===== src/rtl/axi_master_if.sv =====
// AXI4 type package and channel bundle shared by initiators and targets.
// Latency: none (type definitions and wires only).
// Backpressure: carried per channel by the usual valid/ready pairs.
//
// axi_pkg : addr_t, data_t, len_t, size_t, burst_t, resp_t and burst/resp codes.
// axi_if  : AR/R/AW/W/B channel signals with master and slave modports.

package axi_pkg;
    typedef logic [31:0] addr_t;
    typedef logic [31:0] data_t;
    typedef logic [7:0]  len_t;
    typedef logic [2:0]  size_t;
    typedef logic [1:0]  burst_t;
    typedef logic [1:0]  resp_t;

    localparam burst_t BURST_FIXED = 2'b00;
    localparam burst_t BURST_INCR  = 2'b01;
    localparam burst_t BURST_WRAP  = 2'b10;

    localparam resp_t RESP_OKAY   = 2'b00;
    localparam resp_t RESP_EXOKAY = 2'b01;
    localparam resp_t RESP_SLVERR = 2'b10;
    localparam resp_t RESP_DECERR = 2'b11;
endpackage

interface axi_if;
    import axi_pkg::*;

    // read address
    addr_t  araddr;
    len_t   arlen;
    size_t  arsize;
    burst_t arburst;
    logic   arvalid;
    logic   arready;
    // read data
    data_t  rdata;
    resp_t  rresp;
    logic   rlast;
    logic   rvalid;
    logic   rready;
    // write address
    addr_t  awaddr;
    len_t   awlen;
    size_t  awsize;
    burst_t awburst;
    logic   awvalid;
    logic   awready;
    // write data
    data_t  wdata;
    logic [3:0] wstrb;
    logic   wlast;
    logic   wvalid;
    logic   wready;
    // write response
    resp_t  bresp;
    logic   bvalid;
    logic   bready;

    modport master (
        output araddr, arlen, arsize, arburst, arvalid,
        input  arready,
        input  rdata, rresp, rlast, rvalid,
        output rready,
        output awaddr, awlen, awsize, awburst, awvalid,
        input  awready,
        output wdata, wstrb, wlast, wvalid,
        input  wready,
        input  bresp, bvalid,
        output bready
    );

    modport slave (
        input  araddr, arlen, arsize, arburst, arvalid,
        output arready,
        output rdata, rresp, rlast, rvalid,
        input  rready,
        input  awaddr, awlen, awsize, awburst, awvalid,
        output awready,
        input  wdata, wstrb, wlast, wvalid,
        output wready,
        output bresp, bvalid,
        input  bready
    );
endinterface


===== src/rtl/axi_master.sv =====
// Single-outstanding AXI4 initiator: one local command -> one AXI read or write burst.
// Latency: AR/AW valid 1 cycle after accept; W path has a 1-entry buffer; done 1 cycle after last R / B.
// Backpressure: wr_ready follows W buffer space, rready follows rd_ready, cmd_ready only when idle.
//
// Ports: aclk/areset (async active-high); m_axi (axi_if.master);
//        cmd_valid/cmd_ready/cmd_write/cmd_addr/cmd_len/cmd_burst command in;
//        wr_data/wr_valid/wr_ready write beats in; rd_data/rd_valid/rd_ready/rd_last read beats out;
//        done/done_resp completion pulse with bresp or worst rresp.
// Optional: define AXI_MASTER_LAST_CHECK_EN to add the sticky last_err output that flags
//           rlast disagreeing with the beat count.

module axi_master
    import axi_pkg::*;
#(
    parameter len_t  MAX_LEN  = 8'd255,
    parameter size_t DEF_SIZE = 3'b010
) (
    input  logic        aclk,
    input  logic        areset,
    axi_if.master       m_axi,
    input  logic        cmd_valid,
    output logic        cmd_ready,
    input  logic        cmd_write,
    input  addr_t       cmd_addr,
    input  len_t        cmd_len,
    input  burst_t      cmd_burst,
    input  data_t       wr_data,
    input  logic        wr_valid,
    output logic        wr_ready,
    output data_t       rd_data,
    output logic        rd_valid,
    input  logic        rd_ready,
    output logic        rd_last,
    output logic        done,
    output resp_t       done_resp
`ifdef AXI_MASTER_LAST_CHECK_EN
    ,
    output logic        last_err
`endif
);

    typedef enum logic [2:0] {
        IDLE,
        RADDR,
        RDATA,
        WADDR,
        WDATA,
        WRESP
    } state_t;

    state_t     state;
    addr_t      addr_q;
    len_t       len_q;
    burst_t     burst_q;
    logic [8:0] beat_cnt;     // beats handshaken on the AXI side
    logic [8:0] beats_taken;  // beats pulled from the local write source
    resp_t      resp_acc;
    data_t      wbuf;
    logic       wfull;
    logic       arvalid_q;
    logic       awvalid_q;

    logic [8:0] len_ext;
    logic       at_last;
    logic       w_hs;
    logic       w_load;
    logic       r_hs;

    function automatic resp_t resp_max(input resp_t a, input resp_t b);
        return (a > b) ? a : b;
    endfunction

    assign len_ext = {1'b0, len_q};
    assign at_last = (beat_cnt == len_ext);

    assign cmd_ready = (state == IDLE) && !areset;

    // Address channels
    assign m_axi.araddr  = addr_q;
    assign m_axi.arlen   = len_q;
    assign m_axi.arsize  = DEF_SIZE;
    assign m_axi.arburst = burst_q;
    assign m_axi.arvalid = arvalid_q;
    assign m_axi.awaddr  = addr_q;
    assign m_axi.awlen   = len_q;
    assign m_axi.awsize  = DEF_SIZE;
    assign m_axi.awburst = burst_q;
    assign m_axi.awvalid = awvalid_q;

    // Write data: wbuf is the only thing ever presented, so wvalid/wdata stay
    // stable until wready. A new beat may refill it in the draining cycle, and
    // the source is cut off once len+1 beats have been pulled.
    assign w_hs          = wfull && m_axi.wready;
    assign wr_ready      = (state == WDATA) && (!wfull || m_axi.wready) && (beats_taken <= len_ext);
    assign w_load        = wr_valid && wr_ready;
    assign m_axi.wvalid  = wfull;
    assign m_axi.wdata   = wbuf;
    assign m_axi.wstrb   = 4'hF;
    assign m_axi.wlast   = wfull && at_last;

    assign m_axi.bready  = (state == WRESP);

    // Read data is a straight pass-through while a read burst is active.
    assign m_axi.rready  = (state == RDATA) && rd_ready;
    assign rd_valid      = (state == RDATA) && m_axi.rvalid;
    assign rd_data       = (state == RDATA) ? m_axi.rdata : '0;
    assign rd_last       = (state == RDATA) && m_axi.rlast;
    assign r_hs          = (state == RDATA) && m_axi.rvalid && rd_ready;

    always_ff @(posedge aclk or posedge areset) begin
        if (areset) begin
            state       <= IDLE;
            addr_q      <= '0;
            len_q       <= '0;
            burst_q     <= '0;
            beat_cnt    <= '0;
            beats_taken <= '0;
            resp_acc    <= '0;
            wbuf        <= '0;
            wfull       <= 1'b0;
            arvalid_q   <= 1'b0;
            awvalid_q   <= 1'b0;
            done        <= 1'b0;
            done_resp   <= '0;
`ifdef AXI_MASTER_LAST_CHECK_EN
            last_err    <= 1'b0;
`endif
        end else begin
            done <= 1'b0;
            case (state)
                IDLE: begin
                    if (cmd_valid) begin
                        addr_q      <= cmd_addr;
                        len_q       <= (cmd_len > MAX_LEN) ? MAX_LEN : cmd_len;
                        burst_q     <= cmd_burst;
                        beat_cnt    <= '0;
                        beats_taken <= '0;
                        resp_acc    <= '0;
                        wfull       <= 1'b0;
                        if (cmd_write) begin
                            awvalid_q <= 1'b1;
                            state     <= WADDR;
                        end else begin
                            arvalid_q <= 1'b1;
                            state     <= RADDR;
                        end
                    end
                end
                RADDR: begin
                    if (m_axi.arready) begin
                        arvalid_q <= 1'b0;
                        state     <= RDATA;
                    end
                end
                WADDR: begin
                    if (m_axi.awready) begin
                        awvalid_q <= 1'b0;
                        state     <= WDATA;
                    end
                end
                WDATA: begin
                    if (w_load) begin
                        wbuf        <= wr_data;
                        beats_taken <= beats_taken + 9'd1;
                    end
                    if (w_load) begin
                        wfull <= 1'b1;
                    end else if (w_hs) begin
                        wfull <= 1'b0;
                    end
                    if (w_hs) begin
                        beat_cnt <= beat_cnt + 9'd1;
                        if (at_last) begin
                            state <= WRESP;
                        end
                    end
                end
                WRESP: begin
                    if (m_axi.bvalid) begin
                        done      <= 1'b1;
                        done_resp <= m_axi.bresp;
                        state     <= IDLE;
                    end
                end
                RDATA: begin
                    if (r_hs) begin
                        beat_cnt <= beat_cnt + 9'd1;
                        resp_acc <= resp_max(resp_acc, m_axi.rresp);
`ifdef AXI_MASTER_LAST_CHECK_EN
                        if (m_axi.rlast != at_last) begin
                            last_err <= 1'b1;
                        end
`endif
                        // Termination is by beat count; rlast is only forwarded.
                        if (at_last) begin
                            done      <= 1'b1;
                            done_resp <= resp_max(resp_acc, m_axi.rresp);
                            state     <= IDLE;
                        end
                    end
                end
                default: state <= IDLE;
            endcase
        end
    end

endmodule


===== src/flat_wrapper.sv =====
// flat-port wrapper written by rule: the top's interface ports become plain ports
module axi_master_flat import axi_pkg::*;
#(
    parameter len_t  MAX_LEN  = 8'd255,
    parameter size_t DEF_SIZE = 3'b010
)
  (aclk, areset, cmd_valid, cmd_ready, cmd_write, cmd_addr, cmd_len, cmd_burst, wr_data, wr_valid, wr_ready, rd_data, rd_valid, rd_ready, rd_last, done, done_resp, m_axi_araddr, m_axi_arlen, m_axi_arsize, m_axi_arburst, m_axi_arvalid, m_axi_arready, m_axi_rdata, m_axi_rresp, m_axi_rlast, m_axi_rvalid, m_axi_rready, m_axi_awaddr, m_axi_awlen, m_axi_awsize, m_axi_awburst, m_axi_awvalid, m_axi_awready, m_axi_wdata, m_axi_wstrb, m_axi_wlast, m_axi_wvalid, m_axi_wready, m_axi_bresp, m_axi_bvalid, m_axi_bready);
  axi_if m_axi_i ();
  input  logic aclk;
  input  logic areset;
  input  logic cmd_valid;
  output logic cmd_ready;
  input  logic cmd_write;
  input  addr_t cmd_addr;
  input  len_t cmd_len;
  input  burst_t cmd_burst;
  input  data_t wr_data;
  input  logic wr_valid;
  output logic wr_ready;
  output data_t rd_data;
  output logic rd_valid;
  input  logic rd_ready;
  output logic rd_last;
  output logic done;
  output resp_t done_resp;
  output wire logic [$bits(m_axi_i.araddr)-1:0] m_axi_araddr;
  output wire logic [$bits(m_axi_i.arlen)-1:0] m_axi_arlen;
  output wire logic [$bits(m_axi_i.arsize)-1:0] m_axi_arsize;
  output wire logic [$bits(m_axi_i.arburst)-1:0] m_axi_arburst;
  output wire logic [$bits(m_axi_i.arvalid)-1:0] m_axi_arvalid;
  input wire logic [$bits(m_axi_i.arready)-1:0] m_axi_arready;
  input wire logic [$bits(m_axi_i.rdata)-1:0] m_axi_rdata;
  input wire logic [$bits(m_axi_i.rresp)-1:0] m_axi_rresp;
  input wire logic [$bits(m_axi_i.rlast)-1:0] m_axi_rlast;
  input wire logic [$bits(m_axi_i.rvalid)-1:0] m_axi_rvalid;
  output wire logic [$bits(m_axi_i.rready)-1:0] m_axi_rready;
  output wire logic [$bits(m_axi_i.awaddr)-1:0] m_axi_awaddr;
  output wire logic [$bits(m_axi_i.awlen)-1:0] m_axi_awlen;
  output wire logic [$bits(m_axi_i.awsize)-1:0] m_axi_awsize;
  output wire logic [$bits(m_axi_i.awburst)-1:0] m_axi_awburst;
  output wire logic [$bits(m_axi_i.awvalid)-1:0] m_axi_awvalid;
  input wire logic [$bits(m_axi_i.awready)-1:0] m_axi_awready;
  output wire logic [$bits(m_axi_i.wdata)-1:0] m_axi_wdata;
  output wire logic [$bits(m_axi_i.wstrb)-1:0] m_axi_wstrb;
  output wire logic [$bits(m_axi_i.wlast)-1:0] m_axi_wlast;
  output wire logic [$bits(m_axi_i.wvalid)-1:0] m_axi_wvalid;
  input wire logic [$bits(m_axi_i.wready)-1:0] m_axi_wready;
  input wire logic [$bits(m_axi_i.bresp)-1:0] m_axi_bresp;
  input wire logic [$bits(m_axi_i.bvalid)-1:0] m_axi_bvalid;
  output wire logic [$bits(m_axi_i.bready)-1:0] m_axi_bready;
  assign m_axi_araddr = m_axi_i.araddr;
  assign m_axi_arlen = m_axi_i.arlen;
  assign m_axi_arsize = m_axi_i.arsize;
  assign m_axi_arburst = m_axi_i.arburst;
  assign m_axi_arvalid = m_axi_i.arvalid;
  assign m_axi_i.arready = m_axi_arready;
  assign m_axi_i.rdata = m_axi_rdata;
  assign m_axi_i.rresp = m_axi_rresp;
  assign m_axi_i.rlast = m_axi_rlast;
  assign m_axi_i.rvalid = m_axi_rvalid;
  assign m_axi_rready = m_axi_i.rready;
  assign m_axi_awaddr = m_axi_i.awaddr;
  assign m_axi_awlen = m_axi_i.awlen;
  assign m_axi_awsize = m_axi_i.awsize;
  assign m_axi_awburst = m_axi_i.awburst;
  assign m_axi_awvalid = m_axi_i.awvalid;
  assign m_axi_i.awready = m_axi_awready;
  assign m_axi_wdata = m_axi_i.wdata;
  assign m_axi_wstrb = m_axi_i.wstrb;
  assign m_axi_wlast = m_axi_i.wlast;
  assign m_axi_wvalid = m_axi_i.wvalid;
  assign m_axi_i.wready = m_axi_wready;
  assign m_axi_i.bresp = m_axi_bresp;
  assign m_axi_i.bvalid = m_axi_bvalid;
  assign m_axi_bready = m_axi_i.bready;
  axi_master #(.MAX_LEN(MAX_LEN), .DEF_SIZE(DEF_SIZE)) u_core (.aclk(aclk), .areset(areset), .m_axi(m_axi_i), .cmd_valid(cmd_valid), .cmd_ready(cmd_ready), .cmd_write(cmd_write), .cmd_addr(cmd_addr), .cmd_len(cmd_len), .cmd_burst(cmd_burst), .wr_data(wr_data), .wr_valid(wr_valid), .wr_ready(wr_ready), .rd_data(rd_data), .rd_valid(rd_valid), .rd_ready(rd_ready), .rd_last(rd_last), .done(done), .done_resp(done_resp));
endmodule

===== config.mk =====
export PLATFORM = sky130hd
export DESIGN_NAME = axi_master_flat
export DESIGN_NICKNAME = d
export VERILOG_FILES = /design/src/rtl/axi_master_if.sv /design/src/rtl/axi_master.sv /design/src/flat_wrapper.sv
export SDC_FILE = /design/constraint.sdc
export NUM_CORES = 1
export LEC_CHECK = 0
export ABC_AREA = 0
export BUFFER_PORTS_ARGS = -buffer_cell sky130_fd_sc_hd__buf_4
export CAP_MARGIN = 10
export CORE_MARGIN = 3
export CORE_UTILIZATION = 45
export DETAILED_ROUTE_END_ITERATION = 8
export GPL_ROUTABILITY_DRIVEN = 0
export HOLD_SLACK_MARGIN = 0.05
export PLACE_DENSITY = 0.88
export SYNTH_ARGS = -nofsm -noshare
export SYNTH_HDL_FRONTEND = slang
export SYNTH_SLANG_ARGS = --single-unit

===== constraint.sdc =====
create_clock -name aclk -period 4.87 [get_ports aclk]
set_input_delay 0.974 -clock aclk [delete_from_list [all_inputs] [get_ports aclk]]
set_output_delay 0.974 -clock aclk [all_outputs]
set_load 0.005 [all_outputs]

==> results of run 1 <==
-- registers in the layout, indices dropped and copies added, names as in the netlist --
register / cells
u_core.m_axi.arlen: 8
u_core.m_axi.awvalid: 1
u_core.resp_acc: 2
u_core.state: 3
u_core.m_axi.arburst: 2
u_core.m_axi.wvalid: 1
u_core.m_axi.arvalid: 1
u_core.beats_taken: 9
u_core.beat_cnt: 9
u_core.done_resp: 2
u_core.m_axi.wdata: 32
u_core.m_axi.araddr: 32
u_core.done: 1
-- final cells by class --
class                   count  area, µm²
clock inverters             3       45.0
repair buffers            288       2160
inverters                  16       62.6
flip-flops and latches    103       2580
well taps                 143        179
fillers                   960       4040
clock buffers              11        243
multi-input cells         374       2400
-- power by group through the flow --
| stage | Combinational, mW | Sequential (mW) | Clock (mW) |
|---|---|---|---|
| CTS | 2.11 | 1.51 | 0.721 |
| global route | 2.32 | 1.56 | 0.751 |
| global placement | 2.05 | 1.51 | 0 |
| finish | 2.08 | 1.51 | 0.698 |
| detailed placement | 2.11 | 1.52 | 0 |
| floorplan | 1.23 | 1.43 | 0 |
-- cell families (layout without fill, tap and decap cells) --
family          Yosys count  count (layout)  synth area share, %
fa+ha+maj                13              13                 2.94
simple gates            238             238                 20.5
flops                   103             103                 46.5
xor+xnor                  8               8                 1.26
buf+inv                  96             318                 10.8
mux                      36              36                 9.44
other cells               2              10                0.136
compound gates           69              69                 8.33
-- cell usage after synthesis, drive strengths merged, types with 2 or more instances --
| master | n |
|---|---|
| a211oi | 3 |
| a21oi | 7 |
| a31o | 6 |
| a31oi | 4 |
| a32o | 2 |
| and2 | 39 |
| and3 | 3 |
| buf | 61 |
| clkbuf | 19 |
| conb | 2 |
| dfrtp | 103 |
| ha | 13 |
| inv | 16 |
| mux2 | 34 |
| mux2i | 2 |
| nand2 | 134 |
| nand2b | 7 |
| nand3 | 10 |
| nand4 | 3 |
| nor2 | 15 |
| nor2b | 7 |
| nor3 | 4 |
| nor3b | 5 |
| o211ai | 2 |
| o21ai | 25 |
| o31ai | 6 |
| o41ai | 4 |
| or2 | 3 |
| or3 | 2 |
| or4 | 2 |
| xnor2 | 8 |
-- path summary, 6_finish.rpt --
kind | endpoint | start | depth (start not counted) | slack [ns]
min in group asynchronous | u_core.m_axi.awvalid | areset | 2 | 0.80
worst max register to register | u_core.m_axi.wdata[17] | u_core.m_axi.arlen[4] | 9 | 1.64
max in group asynchronous | u_core.m_axi.araddr[2] | areset | 3 | 3.06
worst min-delay path | u_core.beat_cnt[8] | u_core.beat_cnt[8] | 1 | 0.50
worst max-delay path | u_core.m_axi.wdata[17] | u_core.m_axi.arlen[4] | 9 | 1.64
worst min register to register | u_core.beat_cnt[8] | u_core.beat_cnt[8] | 1 | 0.50
-- through the flow --
stage | setup WS (ns) | instances
2_1_floorplan | 1.19 | 573
3_3_place_gp | 1.68 | 924
3_5_place_dp | 1.63 | 924
4_1_cts | 1.64 | 938
5_1_grt | 1.43 | 938
6_report | 1.64 | 938
-- per-layer routing --
layer	routed length, µm	global-route usage (%)	up-vias
met5	0	0	-
met4	124	3.98	0
met3	1010	5.04	10
met2	7380	35.6	170
met1	6490	28.3	2198
li1	-	-	2273
==> flow_metrics.tcl, run 1 <==
set metrics [dict create \
    status "finished clean" \
    slew_violations 0 \
    postSynth.asyncResetShare_pct 100 \
    ctsHoldBuffers 0 \
    avgRoutedWirePerCell_um 16.0 \
    total_power_mw 4.30 \
    ir_drop_mv 0.319 \
    postCtsSetupBuffers 0 \
    hpwl_mm 11.7 \
    period_needed_ns 3.23 \
    rows 39 \
    avgSynthCellArea_um2 9.81 \
    clkTransAtPathRegs_ns 0.07 \
    clk_path_buf_depth 2 \
    finalCritPeriodShare_pct 66.3 \
    synth.distinct_cells 55 \
    drive_above_1_share_pct 43.6 \
    cap_violations 0 \
    design.core.area_um2 11700 \
    htreeDepth 3 \
    p_comb_share_pct 48.5 \
    final.setup.tns_ns 0 \
    p_leak_nw 4.12 \
    path_common_cell "buf_4" \
    ys_seq_area_share_pct 46.5 \
    grtUsageTotal_pct 21.2 \
    die_w_um 117 \
    power_density_nw_per_um2 560 \
    layout_commonest_cell "buf_4" \
    finalSetupViolCount 0 \
    skew_ns 0.00829 \
    cts_tree "yes" \
    netlist_area_um2 5540 \
    synthCells 565 \
    yosysWarnings 0 \
    path_buf_inv 3 \
    chipHeight_um 117 \
    fmax_mhz 310 \
    intPower_mw 2.79 \
    diodes 0 \
    cts.sinks 103 \
    p_sw_share_pct 35.1 \
    placed_area_um2 7380 \
    path_max_fanout 31 \
    design_area_um2 7670 \
    hp-class "register to register" \
    clk_latency_ns 0.33 \
    cts_resized 0 \
    grt_pass1_wl_mm 22.8 \
    required_ns 5.08 \
    die_area_um2 13700 \
    initial_core_util_pct 47.3 \
    ant_nets 0 \
    ys_top_cells_by_area "dfrtp_1 47%, nand2_1 9.1%, mux2_4 8.7%" \
    num_vias 4651 \
    switching_power_mw 1.51 \
    clockRootBuffer "clkbuf_16" \
    layout.nets 927 \
    cp_slowest_cell "or2_2" \
    cts_inserted_buffers 9 \
    crit_arrival_ns 3.44 \
    synth-edff-count 0 \
    netlist.area_leader.share_pct 46.5 \
    startpoint_type "register" \
    fin_util_pct 65.5 \
    slew_headroom_pct 33.5 \
    mostFrequentLayoutCells "288 x buf_4, 134 x nand2_1, 103 x dfrtp_1, 38 x and2_1, 32 x mux2_4" \
    gr-total-overflow 0 \
    rsz0062_at_grt "no" \
    p_clk_share_pct 16.2 \
    hold_slack_ns 0.498 \
    pin_count 293 \
    critPathKind "register to register" \
    p_seq_share_pct 35.3 \
    worst_slew_pin_slew_ns 0.993 \
    cp-end-kind "register" \
    synth_ff_type "dfrtp_1" \
    synth_area_leader_cell "dfrtp_1" \
    drt_iter0_markers 284 \
    grt_antenna_before_repair 0 \
    first_pass_iters 4 \
    drt_wl_total_mm 15.0 \
    ys_seq_elements 103 \
    io_buffers 282 \
    drc 0 \
    grt_pass1_vias 4515 \
    via_per_inst 4.96 \
    synthToLayoutAreaGrowth_pct 38.4 \
    crit_chain "inv_1 > ha_1 > nand4_1 > o221a_2 > a211oi_1 > buf_4 > or2_2 > buf_4 > mux2_4" \
    cpPeakStageDelay_ns 0.77 \
    finalHoldViolCount 0 \
    grt_max_degree 67 \
    path_delay_family "simple AND/OR/NAND/NOR gates" \
]
(Power assumes the default switching activity.)
==> run 2, diff against run 1 <==
--- a/config.mk
+++ b/config.mk
@@ -9,11 +9,11 @@
 export BUFFER_PORTS_ARGS = -buffer_cell sky130_fd_sc_hd__buf_4
 export CAP_MARGIN = 10
 export CORE_MARGIN = 3
-export CORE_UTILIZATION = 45
+export CORE_UTILIZATION = 41
 export DETAILED_ROUTE_END_ITERATION = 8
 export GPL_ROUTABILITY_DRIVEN = 0
 export HOLD_SLACK_MARGIN = 0.05
-export PLACE_DENSITY = 0.88
+export PLACE_DENSITY = 0.85
 export SYNTH_ARGS = -nofsm -noshare
 export SYNTH_HDL_FRONTEND = slang
 export SYNTH_SLANG_ARGS = --single-unit
==> constraint.sdc (replaced) <==
create_clock -name aclk -period 2.65 [get_ports aclk]
set_input_delay 0.53 -clock aclk [delete_from_list [all_inputs] [get_ports aclk]]
set_output_delay 0.53 -clock aclk [all_outputs]
set_load 0.005 [all_outputs]
==> flow_metrics.tcl, run 2 (synthesis gave the netlist of run 1 again) <==
set metrics [dict create \
    p_comb_share_pct 50.8 \
    drt_wl_total_mm 15.2 \
    clk_path_buf_depth 2 \
    final.setup.tns_ns 0 \
    period_needed_ns 2.57 \
    layout.nets 944 \
    place_inst 965 \
    die_area_um2 14900 \
    clockRootBuffer "clkbuf_16" \
    startpoint_type "register" \
    mostFrequentLayoutCells "302 x buf_4, 134 x nand2_1, 102 x dfrtp_1, 38 x and2_1, 32 x mux2_4" \
    chipHeight_um 122 \
    grt_pass1_wl_mm 23.1 \
    fin_ws_ns 0.0838 \
    rrSetupSlack_ns 0.28 \
    reg2reg_to "u_core.beats_taken[7]" \
    grt_max_degree 101 \
    synthToLayoutAreaGrowth_pct 43.0 \
    drc 0 \
    required_ns 2.12 \
    finalHoldViolCount 0 \
    drt_iter0_markers 268 \
    diodes 0 \
    crit_arrival_ns 2.04 \
    layout_commonest_cell "buf_4" \
    p_sw_share_pct 36.1 \
    first_pass_iters 4 \
    status "finished clean" \
    cts_tree "yes" \
    pin_count 293 \
    slew_violations 0 \
    htreeDepth 3 \
    hp-class "primary input to asynchronous set/reset pin" \
    slew_headroom_pct 46.4 \
    r2r_start "u_core.m_axi.arlen[5]" \
    cp-end-kind "output pin" \
    cap_violations 0 \
    fmax_mhz 390 \
    design.core.area_um2 12900 \
    p_leak_nw 4.23 \
    worst_slew_pin_slew_ns 0.802 \
    path_max_fanout 4 \
    power_density_nw_per_um2 1020 \
    ff2ff_path_depth 9 \
    skew_ns 0.0106 \
    cts.sinks 103 \
    endpoint "wr_ready" \
    fin_util_pct 61.3 \
    ir_drop_mv 0.537 \
    fin_cells 986 \
    ctsHoldBuffers 0 \
    via_per_inst 4.80 \
    p_seq_share_pct 33.1 \
    finalCritPeriodShare_pct 96.8 \
    initial_core_util_pct 42.9 \
    avgRoutedWirePerCell_um 15.4 \
    cts_inserted_buffers 9 \
    gr-total-overflow 0 \
    crit_path_start "u_core.beats_taken[1]" \
    grt_pass1_vias 4502 \
    rows 41 \
    critPathKind "register to output pin" \
    place_ws_ns 0.231 \
    clkTransAtPathRegs_ns 0.08 \
    ant_nets 0 \
    clk_latency_ns 0.35 \
    grt_antenna_before_repair 0 \
    io_buffers 282 \
    grtUsageTotal_pct 19.5 \
    finalSetupViolCount 0 \
    nFillCells 1071 \
    die_w_um 122 \
    p_clk_share_pct 16.2 \
    hpwl_mm 11.6 \
    drive_above_1_share_pct 46.2 \
    switching_power_mw 2.93 \
    intPower_mw 5.18 \
    num_vias 4736 \
]
run 2: layer usage:
metal	global-route usage, %	wire, µm
met1	25.7	6390
met2	32.1	7440
met3	4.65	1110
met4	5.81	278
met5	0	0
run 2: critical path, stage by stage (launching register included):
cell      delay (ns)
dfrtp_1         0.44
ha_1            0.30
nand4_1         0.12
o221a_2         0.27
a211oi_2        0.22
buf_4           0.16
nor2b_2         0.03
buf_4           0.14
run 2: how the worst min path moves through the flow:
stage / from / slack (ns) / end / cells past startpoint
after floorplan: u_core.beat_cnt[8] / 0.44 / u_core.beat_cnt[8] / 1
after global placement: areset / 0.44 / u_core.done_resp[1] / 2
after detailed placement: areset / 0.44 / u_core.done_resp[1] / 2
after CTS: areset / 0.06 / u_core.done / 2
after global routing: areset / 0.06 / u_core.done_resp[1] / 2
final: areset / 0.08 / u_core.done_resp[1] / 2
run 2: cell type report:
class	count	area [µm²]	area share, %
clock buffers	9	225	2.84
clock inverters	7	77.6	0.979
inverters	16	63.8	0.805
multi-input cells	374	2450	30.9
flip-flops and latches	103	2580	32.5
well taps	172	215	2.72
repair buffers	305	2320	29.3
run 2: through the flow:
stage,hold WS (ns),area (µm²),power (mW)
final,0.0762,7930,8.11
after global routing,0.0645,7930,8.70
after CTS,0.0619,7860,8.14
after detailed placement,0.443,7530,6.77
after global placement,0.441,7530,6.65
after floorplan,0.436,5580,4.89
run 2: timing repair:
item                                    CTS  global route
setup buffers                             3             2
pin swaps                                 0             1
endpoints found under the setup margin    1             4
cloned                                    0             0
resized for setup                         1            10
endpoints found under the hold margin     0             0
run 2: power by group through the flow:
| stage | Clock, mW | Combinational (mW) | Sequential [mW] |
|---|---|---|---|
| after floorplan | 0 | 2.26 | 2.63 |
| after global placement | 0 | 3.97 | 2.68 |
| after detailed placement | 0 | 4.07 | 2.70 |
| after CTS | 1.35 | 4.10 | 2.68 |
| after global routing | 1.41 | 4.53 | 2.76 |
| final | 1.31 | 4.12 | 2.68 |
